$ cat config.mk
export PLATFORM = sky130hd
export DESIGN_NAME = i2s_rx_frame_ctrl
export DESIGN_NICKNAME = d
export VERILOG_FILES = /design/src/rtl/i2s_rx_pkg.sv /design/src/rtl/i2s_word_event.sv /design/src/rtl/i2s_rx_frame_ctrl.sv
export SDC_FILE = /design/constraint.sdc
export NUM_CORES = 1
export LEC_CHECK = 0
export BUFFER_PORTS_ARGS = -buffer_cell sky130_fd_sc_hd__buf_4
export CORE_ASPECT_RATIO = 1.2
export CORE_MARGIN = 5
export CORE_UTILIZATION = 46
export CTS_CLUSTER_DIAMETER = 40
export DETAILED_ROUTE_END_ITERATION = 7
export GPL_ROUTABILITY_DRIVEN = 0
export PLACE_DENSITY = 0.79
export RECOVER_POWER = 100
export SETUP_SLACK_MARGIN = 0.02
export SLEW_MARGIN = 20
export SYNTH_ARGS = -nofsm -noshare
export SYNTH_HDL_FRONTEND = slang
export SYNTH_HIERARCHICAL = 1
export SYNTH_SLANG_ARGS = --single-unit
$ cat constraint.sdc
create_clock -name bclk -period 1.4 [get_ports bclk]
set_input_delay 0.14 -clock bclk [delete_from_list [all_inputs] [get_ports bclk]]
set_output_delay 0.14 -clock bclk [all_outputs]
set_load 0.1 [all_outputs]
$ cat src/rtl/i2s_rx_pkg.sv
// Shared types and constants for the I2S receive frame controller.
package i2s_rx_pkg;

   localparam int unsigned I2S_DATA_W = 24;

   localparam logic LR_LEFT  = 1'b0;
   localparam logic LR_RIGHT = 1'b1;

   typedef enum logic [1:0] {
      IDLE   = 2'd0,
      WAIT_L = 2'd1,
      WAIT_R = 2'd2
   } i2s_rx_state_e;

endpackage

$ cat src/rtl/i2s_word_event.sv
// Rising-edge detector on the receiver valid level; splits the word into channel flag and sample.
module i2s_word_event
   import i2s_rx_pkg::*;
#(
   parameter int unsigned DATA_W = I2S_DATA_W
) (
   input  logic              bclk,
   input  logic              rst,
   input  logic              rx_valid_i,
   input  logic [DATA_W:0]   rx_data_i,
   output logic              evt_o,
   output logic              lr_o,
   output logic [DATA_W-1:0] sample_o
);

   logic valid_prev_q;

   always_ff @(posedge bclk) begin
      if (!rst) begin
         valid_prev_q <= 1'b0;
      end else begin
         valid_prev_q <= rx_valid_i;
      end
   end

   // Data is taken in the same cycle as the strobe, no extra register stage.
   assign evt_o    = rx_valid_i & ~valid_prev_q;
   assign lr_o     = rx_data_i[DATA_W];
   assign sample_o = rx_data_i[DATA_W-1:0];

endmodule

$ cat src/rtl/i2s_rx_frame_ctrl.sv
// Pairs left/right I2S words into stereo frames with a valid/ready output handshake.
// Optional macro I2S_RX_OVERRUN_CNT_EN enables the saturating dropped-frame counter.
//
// state  | meaning
// IDLE   | capture disabled, word events ignored
// WAIT_L | waiting for a left word, right words discarded
// WAIT_R | left sample held, waiting for its right partner
module i2s_rx_frame_ctrl
   import i2s_rx_pkg::*;
#(
   parameter int unsigned DATA_W = I2S_DATA_W
) (
   input  logic              bclk,
   input  logic              rst,
   input  logic              enable,
   input  logic [DATA_W:0]   rx_data,
   input  logic              rx_valid,
   output logic [DATA_W-1:0] frame_left,
   output logic [DATA_W-1:0] frame_right,
   output logic              frame_valid,
   input  logic              frame_ready,
   output logic              busy,
   output logic              sync_err,
   output logic              overrun,
   output logic [15:0]       overrun_count
);

   logic              evt;
   logic              evt_lr;
   logic [DATA_W-1:0] evt_sample;

   i2s_rx_state_e     state_q,   state_d;
   logic [DATA_W-1:0] hold_q,    hold_d;
   logic [DATA_W-1:0] left_q,    left_d;
   logic [DATA_W-1:0] right_q,   right_d;
   logic              fvalid_q,  fvalid_d;
   logic              sync_q,    sync_d;
   logic              ovr_q,     ovr_d;
   logic              complete;
   logic              accept;

   i2s_word_event #(
      .DATA_W (DATA_W)
   ) u_word_event (
      .bclk       (bclk),
      .rst        (rst),
      .rx_valid_i (rx_valid),
      .rx_data_i  (rx_data),
      .evt_o      (evt),
      .lr_o       (evt_lr),
      .sample_o   (evt_sample)
   );

   always_ff @(posedge bclk) begin
      if (!rst) begin
         state_q  <= IDLE;
         hold_q   <= '0;
         left_q   <= '0;
         right_q  <= '0;
         fvalid_q <= 1'b0;
         sync_q   <= 1'b0;
         ovr_q    <= 1'b0;
      end else begin
         state_q  <= state_d;
         hold_q   <= hold_d;
         left_q   <= left_d;
         right_q  <= right_d;
         fvalid_q <= fvalid_d;
         sync_q   <= sync_d;
         ovr_q    <= ovr_d;
      end
   end

   always_comb begin
      state_d  = state_q;
      hold_d   = hold_q;
      left_d   = left_q;
      right_d  = right_q;
      fvalid_d = fvalid_q;
      sync_d   = 1'b0;
      ovr_d    = 1'b0;
      complete = 1'b0;
      accept   = fvalid_q & frame_ready;

      // enable low wins over a word event in the same cycle
      unique case (state_q)
         IDLE: begin
            if (enable) begin
               state_d = WAIT_L;
            end
         end
         WAIT_L: begin
            if (!enable) begin
               state_d = IDLE;
               hold_d  = '0;
            end else if (evt && (evt_lr == LR_LEFT)) begin
               hold_d  = evt_sample;
               state_d = WAIT_R;
            end
         end
         WAIT_R: begin
            if (!enable) begin
               state_d = IDLE;
               hold_d  = '0;
            end else if (evt) begin
               if (evt_lr == LR_RIGHT) begin
                  complete = 1'b1;
                  state_d  = WAIT_L;
               end else begin
                  hold_d = evt_sample;
                  sync_d = 1'b1;
               end
            end
         end
         default: begin
            state_d = IDLE;
            hold_d  = '0;
         end
      endcase

      // An accept in the completion cycle frees the slot for the new frame.
      if (complete) begin
         if (!fvalid_q || accept) begin
            fvalid_d = 1'b1;
            left_d   = hold_q;
            right_d  = evt_sample;
         end else begin
            ovr_d = 1'b1;
         end
      end else if (accept) begin
         fvalid_d = 1'b0;
      end
   end

`ifdef I2S_RX_OVERRUN_CNT_EN
   logic [15:0] ovr_cnt_q, ovr_cnt_d;

   always_comb begin
      ovr_cnt_d = ovr_cnt_q;
      if (ovr_d && (ovr_cnt_q != 16'hFFFF)) begin
         ovr_cnt_d = ovr_cnt_q + 16'd1;
      end
   end

   always_ff @(posedge bclk) begin
      if (!rst) begin
         ovr_cnt_q <= '0;
      end else begin
         ovr_cnt_q <= ovr_cnt_d;
      end
   end

   assign overrun_count = ovr_cnt_q;
`else
   assign overrun_count = 16'd0;
`endif

   assign frame_left  = left_q;
   assign frame_right = right_q;
   assign frame_valid = fvalid_q;
   assign busy        = (state_q != IDLE);
   assign sync_err    = sync_q;
   assign overrun     = ovr_q;

endmodule

==> run metrics, run 1 <==
outcome=complete, but fails checks; failing checks=negative setup slack; Place WS=-0.109 ns; Pint=0.00396 W; Clock Pin Slew Worst Setup and Hold Paths=0.07 ns; met2 Use GR=0.298; Detail Route Antenna Nets=0; Synth top area share=0.480; Tcrit/Tclk final=1.07; met1 usage=0.211; worst IR drop on VDD=0.000913 V; # setup viols final=65; Critical Path, Cell by Cell=inv_4 -> ha_4 -> o21a_1 -> a21oi_4 -> buf_6 -> nand4_1 -> o21ai_1; Core Util, Final=0.616; row count=33; GRT Residual Overflow=0; fillers=607; unrepaired setup endpoints after global routing=true; routed wire length=8050 microns; first-pass GRT wire length=12200 microns; Startpoint Class=register; vias in the first global route=2582; CTS tree=yes; Mean Syn Cell Area=8.58 sq um; Final HPWL DP=5200 microns; Initial Util=0.474; first-pass iteration count of the detailed router=4; ant diodes=0; Critical Path AT=1.77 ns; Cell Area, Synth=0.00325 sq mm; Ys Warns=6; CTS Buf Count=9; drt wl/cell=15.2 microns; iteration-0 DRC count of the detailed router=188; Yosys top cell by area=dfxtp_1; max incr delay on CP=0.38 ns; CP endpoint kind=register; WP buf/inv=2; clk root buf=clkbuf_8; most used routing layer=met2; cell area power density=1400 mW/mm^2; max-slew violations=0; synth unique cells=29; Clock Path Buffers=2; Hold Slack=0.0277 ns; Die H=102 microns; worst setup margin=-0.0987 ns; worst hold path class=input port to register; Clock power frac=0.277; Ports=98; DRC errors left=0; Core ar.=0.00685 sq mm; grt met3 use=0.0315; initial antenna violation count=0; slowest CP cell=dfxtp_4; critical path required time=1.67 ns; Synth Instances=379; register bit count reported by yosys=78; Synth Flop Type=dfxtp_1; chip width=86.8 microns; Async SR Flop Fraction=0; Sink Count=78; Final min period=1.50 ns; most common cell in the synthesized netlist=dfxtp_1; number of synthesized flops with an enable pin=0; register area share after synthesis=0.480; Max Cap Violations=0; GR Util All Layers=0.174; final instance area=0.00422 sq mm; share of layout cells above drive strength 1=0.306; largest net degree at the start of global routing=77; Crit path max-delay family=compound AO/OA/AOI/OAI gates; worst-path fanout max=22; sw frac=0.328; via/cell ratio=5.24; sequential standard cell area=0.00157 sq mm; Sw Pwr=0.00193 W; nets@finish=474; part of the power in registers=0.402; DP Area=0.00374 sq mm; vias=2783; Final Skew=0.00890 ns; top cells by area, synth=dfxtp_1 (48%), buf_4 (9.5%), nand3_1 (7.5%); static leakage=1.75 nW; final hold violations=0; combinational cell fraction of total power=0.321; die area=0.00886 sq mm; area of the multi-input gates=0.00130 sq mm; most frequent cells after synthesis=dfxtp_1 (78), nand2_1 (50), nand3_1 (49); Port-buffer cells=81; Setup CP Type=register to register; H-tree depth=3; Clock Latency Late Sink=0.34 ns; area growth from synthesis to layout=29.8%; FMAX=0.667 GHz
-- routing by layer --
metal,wire length (microns),vias to the layer above,share of wire
met5,0,-,0
met4,131,0,0.016
met3,411,15,0.051
met2,4140,92,0.51
met1,3370,1304,0.42
li1,-,1372,-
-- layout by cell type, fill, tap and decap left out, drive strengths merged, types with 3 or more instances in the layout --
cell type  netlist  final
clkbuf          11     18
nand2b           3      4
and2             3      3
ha               5      5
buf             62    100
o21ai           72     72
nand4           25     25
a21oi            4      4
nand2           50     50
dfxtp           78     78
inv              6      5
conb             1     16
nand3           49     49
-- final cells by class --
type,count,share of cell area
multi-input cells,238,0.309
clock buffers,13,0.0353
repair buffers,106,0.240
well taps,87,0.0258
clock inverters,3,0.0104
flip-flops and latches,78,0.373
inverters,6,0.00741
-- final timing paths --
path | start | endpoint | slack (ns) | cells past startpoint
hold / removal | rx_valid | u_word_event/valid_prev_q | 0.03 | 2
hold reg to reg | frame_right[12] | frame_right[12] | 0.46 | 2
setup / recovery | state_q[0] | hold_q[6] | -0.1 | 7
setup reg to reg | state_q[0] | hold_q[6] | -0.1 | 7
-- registers in the layout, indices dropped and copies added, names as in the netlist --
signal                     cells
frame_right                   24
frame_valid                    1
state_q                        2
sync_err                       1
frame_left                    24
hold_q                        24
overrun                        1
u_word_event/valid_prev_q      1
-- power groups by stage --
stage | Sequential [W] | Combinational, W | Clock, W
floorplan | 0.00243 | 0.00112 | 0
global placement | 0.00239 | 0.00144 | 0
detailed placement | 0.00239 | 0.00146 | 0
CTS | 0.00234 | 0.00192 | 0.00168
global route | 0.00237 | 0.00201 | 0.00180
finish | 0.00237 | 0.00189 | 0.00163
-- metrics by stage --
| stage | total power (W) | TNS, ns | std cells |
|---|---|---|---|
| after floorplan | 0.00355 | -2.29 | 394 |
| after global placement | 0.00382 | -0.270 | 503 |
| after detailed placement | 0.00385 | -2.37 | 503 |
| after CTS | 0.00595 | -2.29 | 525 |
| after global routing | 0.00618 | -9.48 | 531 |
| final | 0.00589 | -3.75 | 531 |
-- logic make-up after synthesis --
kind of cell               count (synthesis)  share of synthesized area
other                                      1                    0.00115
AOI/OAI and AO/OA                         79                      0.125
and+or+nand+nor                          135                      0.209
muxes                                      2                    0.00616
adders and majority gates                  5                     0.0192
buffers and inverters                     79                      0.160
DFF                                       78                      0.480
-- what timing repair did --
item | in CTS | in global routing
endpoints found under the setup margin | 75 | 75
buffers inserted | 4 | 1
pin swaps | 7 | 14
hold buffers | 1 | 0
hold endpoints to repair | 1 | 0
resized for setup | 26 | 14
cloned | 2 | 6
Power figures use the tool's default switching activity.
==> inputs of run 2 (changes only) <==
Settings changed: CTS_BUF_LIST set to sky130_fd_sc_hd__clkbuf_16.
==> run 2 against run 1 <==
Compared with the run above: the run still ends with negative setup slack left; combinational power increased by 15%; sequential share of layout area decreased by 1.6 points; hold slack about the same; register-to-register slack got worse by 0.03 ns; count of clock-buffer cells in the layout decreased by 4; largest cell class unchanged; via count increased by 3.0%; critical path depth decreased by 1; final cell count increased by 0.75%; core utilization increased by 2.7 points; final area increased by 4.4%; global-route usage increased by 0.47 points; total power increased by 14%.
==> run metrics, run 2 (synthesis results as in run 1) <==
Total Power=0.00674 W (+14%); cell area power density=1530 mW/mm^2 (+9.6%); unrepaired setup endpoints after global routing=true; row count=33 (unchanged); final hold violations=0 (unchanged); most common cell after layout, fill and taps aside=buf_4; Setup CP Type=register to register; Max Cap Violations=0 (unchanged); Core ar.=0.00685 sq mm (unchanged); outcome=complete, but fails checks; clk root buf=clkbuf_16; Initial Util=0.474 (unchanged); vias in the first global route=2609 (+1.0%); worst setup margin=-0.131 ns (-0.0324 ns); Die H=102 microns (unchanged); Clock Pin Slew Worst Setup and Hold Paths=0.06 ns (about the same); ant diodes=0 (unchanged); combinational cell fraction of total power=0.323 (+0.002); worst hold path class=input port to register; routed wire length=8790 microns (+9.2%); worst-path fanout max=11 (-50%); Detail Route Antenna Nets=0 (unchanged); part of the power in registers=0.352 (-0.050); Clock Latency Late Sink=0.32 ns (-0.02 ns); # setup viols final=65 (unchanged); critical path required time=1.64 ns (-0.03 ns); iteration-0 DRC count of the detailed router=221 (+18%); Clock power frac=0.325 (+0.048); CTS tree=yes; Fin Setup TNS=-5.18 ns (-1.43 ns); CP endpoint kind=register; Startpoint Class=register; Critical Path AT=1.77 ns (about the same); nets@finish=478 (+0.84%); die area=0.00886 sq mm (unchanged); share of layout cells above drive strength 1=0.310 (+0.00396); drt wl/cell=16.4 microns (+8.4%); DRC errors left=0 (unchanged); sw frac=0.312 (-0.0158); vias=2866 (+3.0%); GR Util All Layers=0.178 (+0.00468); GRT Residual Overflow=0 (unchanged); chip width=86.8 microns (unchanged); fillers=578 (-4.8%); Place WS=-0.109 ns (unchanged); worst IR drop on VDD=0.000913 V (about the same); Clock Path Buffers=2 (unchanged); initial antenna violation count=0 (unchanged); largest net degree at the start of global routing=77 (unchanged); first-pass iteration count of the detailed router=5 (+1); via/cell ratio=5.36 (+2.2%); Final Skew=0.00526 ns (-0.00363 ns); Ports=98 (unchanged); Final HPWL DP=5200 microns (unchanged); Sink Count=78 (unchanged); Port-buffer cells=81 (unchanged); FMAX=0.653 GHz (-2.1%); Hold Slack=0.0279 ns (+0.000266 ns); CTS Buf Count=9 (unchanged); Sw Pwr=0.00210 W (+9.0%); first-pass GRT wire length=12400 microns (+1.9%); H-tree depth=3 (unchanged); failing checks=negative setup slack; Tcrit/Tclk final=1.09 (+0.0232); commonest non-fill, non-tap cells in the layout=buf_4 (89), dfxtp_1 (75), o21ai_1 (65); max-slew violations=0 (unchanged); static leakage=1.85 nW (+5.8%); Final min period=1.53 ns (+0.0324 ns); Pint=0.00464 W (+17%); area growth from synthesis to layout=35.5%
## run 2: cell types whose count changed in the layout (fill, tap and decap cells not counted), moves of 3 or more
cell,delta
clkbuf_16,+11
clkbuf_8,-10
o21ai_1,+7
o21ai_0,-6
clkbuf_1,-3
inv_1,+3
## run 2: power groups by stage
stage	logic (W)	registers, W	clock network (W)
after floorplan	0.00112	0.00243	0
after global placement	0.00144	0.00239	0
after detailed placement	0.00146	0.00239	0
after CTS	0.00202	0.00235	0.00222
after global routing	0.00229	0.00238	0.00235
final	0.00218	0.00237	0.00219
## run 2: stage by stage
| stage | cells | instance area, sq um | util |
|---|---|---|---|
| floorplan | 394 | 3340 | - |
| global placement | 503 | 3740 | 0.545 |
| detailed placement | 503 | 3740 | 0.545 |
| CTS | 524 | 4160 | 0.606 |
| global route | 535 | 4410 | 0.643 |
| finish | 535 | 4410 | 0.643 |
## run 2: repair_timing
item / CTS / global route
cloned: 3 / 10
pin swaps: 8 / 21
endpoints found under the setup margin: 75 / 75
resized for setup: 32 / 10
hold buffers: 0 / 0
setup buffers: 2 / 1
endpoints found under the hold margin: 0 / 0
## run 2: path summary, 6_finish.rpt
path              startpoint               to  slack [ns]  cells past startpoint
max               state_q[0]   frame_left[11]       -0.13                      6
min              rx_data[24]         sync_err        0.03                      2
max reg2reg       state_q[0]   frame_left[11]       -0.13                      6
min reg2reg  frame_right[12]  frame_right[12]        0.45                      2
## run 2: layer usage
metal | track usage | part of all wire | up-vias
li1 | - | - | 1385
met1 | 0.213 | 0.40 | 1369
met2 | 0.309 | 0.52 | 101
met3 | 0.0435 | 0.054 | 11
met4 | 0.0683 | 0.018 | 0
met5 | 0 | 0 | -
## run 2: cell type report
cell class,instances,area (sq um),share of cell area
Multi-Input combinational cell,238,1300,0.295
Inverter,6,31.3,0.00710
Clock inverter,7,58.8,0.0133
Tap cell,87,109,0.0247
Timing Repair Buffer,110,1110,0.252
Sequential cell,78,1570,0.357
Clock buffer,9,225,0.0511
## run 2: critical path: stages (launching register included)
cell and delay (ns):
dfxtp_4 0.36, inv_4 0.06, ha_4 0.15, nand4_2 0.15, nand2b_4 0.29, clkbuf_16 0.23, o21ai_0 0.19
==> inputs of run 3 (changes only) <==
Settings changed: SYNTH_HIERARCHICAL 1 to not set.
==> run 3 against run 2 <==
Compared with the run above: wire length decreased by 19%; clock power rose by 9%; total power is 22% lower; highest routed layer unchanged; register-to-register slack better by 0.04 ns; combinational power is 71% lower; hold slack better by 0.029 ns; critical path type is now register to output pin; the run still ends with negative setup slack left; global-route usage shrank 1.2 points; via count is 12% lower; non-clock buffer count fell by 10; first-iteration DRC count is 51% lower; setup slack improved by 0.022 ns.
==> run metrics, run 3 <==
Mean Syn Cell Area=9.49 sq um (+11%); GR Util All Layers=0.166 (-0.0123); Hold Path Stages=2 (unchanged); Final HPWL DP=4890 microns (-5.8%); CP endpoint kind=output pin; hold buffers post-CTS=0 (unchanged); Synth Area in XOR/XNOR=0 (unchanged); most used routing layer=met2; Synth Flop Type=dfxtp_1; drt wl/cell=13.6 microns (-18%); H-tree depth=3 (unchanged); CTS tree=yes; vias in the first global route=2539 (-2.7%); adder-cell share of the synthesized area=0.0154 (-0.00387); most common cell in the synthesized netlist=nand2_1; Critical Path, Cell by Cell=inv_4 -> ha_2 -> buf_4 -> clkinvlp_4 -> buf_12; Final Skew=0.00907 ns (+0.00381 ns); Max Cap Violations=0 (unchanged); Port-buffer cells=81 (unchanged); most common cell after layout, fill and taps aside=nand2_1; Clock Latency Late Sink=0.34 ns (+0.02 ns); area growth from synthesis to layout=35.9%; post-synthesis compound-gate area fraction=0.0177 (-0.107); die area=0.00887 sq mm (about the same); met1 usage=0.195 (-0.0177); grt met3 use=0.0500 (+0.00645); max-slew violations=0 (unchanged); Reg2Reg Setup Slack=-0.09 ns (+0.04 ns); vias=2527 (-12%); Ports=98 (unchanged); row count=33 (unchanged); Cell Area, Synth=0.00326 sq mm (+0.12%); met2 Use GR=0.280 (-0.0286); Critical Path AT=1.37 ns (-0.40 ns); Ys Warns=0 (-6); chip width=86.8 microns (about the same); Crit path max-delay family=buffers and inverters; final hold violations=0 (unchanged); failing checks=negative setup slack; largest net degree at the start of global routing=31 (-60%); GRT Residual Overflow=0 (unchanged); register bit count reported by yosys=78 (unchanged); Slew headroom=0.410; Total Power=0.00526 W (-22%); r2r startpoint=state_q[0]; FMAX=0.663 GHz (+1.4%); synth unique cells=30 (+3.4%); Synth Instances=343 (-9.5%); worst setup margin=-0.109 ns (+0.0218 ns); Min-Delay Endpoint=u_word_event.valid_prev_q; Synth top area share=0.480 (-0.000554); routed wire length=7090 microns (-19%); Initial Util=0.475 (+0.000548); start point of the worst min-delay path=rx_valid; critical path required time=1.26 ns (-0.38 ns); worst hold path class=input port to register; worst-path fanout max=4 (-7); initial antenna violation count=0 (unchanged); most frequent cells after synthesis=nand2_1 (123), dfxtp_1 (78), mux2i_1 (72); Simple-Gate Fraction of Synth Area=0.178 (-0.0306); Die H=102 microns (about the same); first-pass iteration count of the detailed router=4 (-1); Detail Route Antenna Nets=0 (unchanged); static leakage=1.78 nW (-4.0%); ant diodes=0 (unchanged); outcome=complete, but fails checks; iteration-0 DRC count of the detailed router=109 (-51%); Async SR Flop Fraction=0 (unchanged); nets@finish=465 (-2.7%); first-pass GRT wire length=11700 microns (-5.6%); via/cell ratio=4.83 (-9.8%); unrepaired setup endpoints after global routing=true; fillers=542 (-6.2%); cell area power density=1190 mW/mm^2 (-22%); Sink Count=78 (unchanged); Clock Path Buffers=2 (unchanged); clk root buf=clkbuf_16; number of synthesized flops with an enable pin=0 (unchanged); share of layout cells above drive strength 1=0.307 (-0.00293); slowest CP cell=dfxtp_4; largest family of logic cells by synthesized area=multiplexers; top cells by area, synth=dfxtp_1 (48%), mux2i_1 (22%), nand2_1 (14%); Core Util, Final=0.645 (+0.00237); Tcrit/Tclk final=1.08 (-0.0156); proportion of synthesized area in mux cells=0.221 (+0.215); Core ar.=0.00685 sq mm (unchanged); commonest non-fill, non-tap cells in the layout=nand2_1 (123), buf_4 (90), dfxtp_1 (75); Yosys top cell by area=dfxtp_1; Final min period=1.51 ns (-0.0218 ns); Startpoint Class=register; register area share after synthesis=0.480 (-0.000554); CTS Buf Count=9 (unchanged); reg2reg path depth=6 (unchanged); worst IR drop on VDD=0.000935 V (+2.3%); WP buf/inv=4 (+2); Setup CP Type=register to output pin; Clock Pin Slew Worst Setup and Hold Paths=0.06 ns (about the same); max incr delay on CP=0.37 ns (about the same); # setup viols final=73 (+12%); Slew @ Worst Pin=0.885 ns; reg2reg end=frame_right[10]; DRC errors left=0 (unchanged)
## run 3: cell types whose count changed after synthesis, sizes merged, moves of 25 or more
cell	delta
nand2	+73
o21ai	-72
mux2i	+70
nand3	-48
buf	-34
nand4	-25
## run 3: area by class of cell
class,count,area [sq um],area share
flip-flops and latches,78,1570,0.356
repair buffers,100,860,0.194
inverters,3,20.0,0.00453
multi-input cells,239,1560,0.352
clock inverters,7,80.1,0.0181
well taps,87,109,0.0246
clock buffers,9,225,0.0509
## run 3: repair_timing
item / CTS / global route
buffers inserted: 1 / 2
resized for setup: 10 / 9
cloned: 2 / 0
pin swaps: 2 / 4
endpoints found under the setup margin: 75 / 75
## run 3: cells by family (layout without fill, tap and decap cells)
| family | count (synthesis) | count (layout) |
|---|---|---|
| AO/OA/AOI/OAI | 6 | 6 |
| multiplexers | 72 | 72 |
| AND/OR/NAND/NOR | 141 | 141 |
| buffers and inverters | 41 | 119 |
| adder cells (fa/ha/maj) | 4 | 4 |
| other | 1 | 16 |
| flip-flops | 78 | 78 |
## run 3: stage by stage
step / setup slack, ns / hold WS, ns / instances / setup TNS, ns / instance area, sq um
finish: -0.109 / 0.0567 / 523 / -3.91 / 4420
global route: -0.169 / 0.0607 / 523 / -8.38 / 4420
CTS: -0.102 / 0.0434 / 521 / -3.88 / 4370
detailed placement: -0.101 / 0.385 / 502 / -3.24 / 3950
global placement: -0.0286 / 0.374 / 502 / -0.932 / 3950
floorplan: -0.0713 / 0.262 / 358 / -2.28 / 3360
## run 3: power by group
part | leakage [nW] | internal [W] | switching [W]
Sequential | 0.631 | 0.00223 | 0.0000125
Combinational | 0.997 | 0.000212 | 0.000421
Clock | 0.148 | 0.00141 | 0.000975
Total | 1.78 | 0.00385 | 0.00141
## run 3: worst max-delay path by stage
stage                     from         endpoint  slack, ns  cells after the start
finish              state_q[1]             busy      -0.11                      5
global route        state_q[0]  frame_right[11]      -0.17                      6
CTS                 state_q[1]             busy      -0.10                      5
detailed placement  state_q[0]    frame_left[1]      -0.10                      6
global placement    state_q[1]        hold_q[2]      -0.03                      6
floorplan           state_q[0]    frame_left[0]      -0.07                      8
## run 3: layer usage
metal  part of all wire  vias up
li1                   -     1270
met3              0.070       11
met4              0.019        0
met5                  0        -
met1               0.40     1176
met2               0.51       70
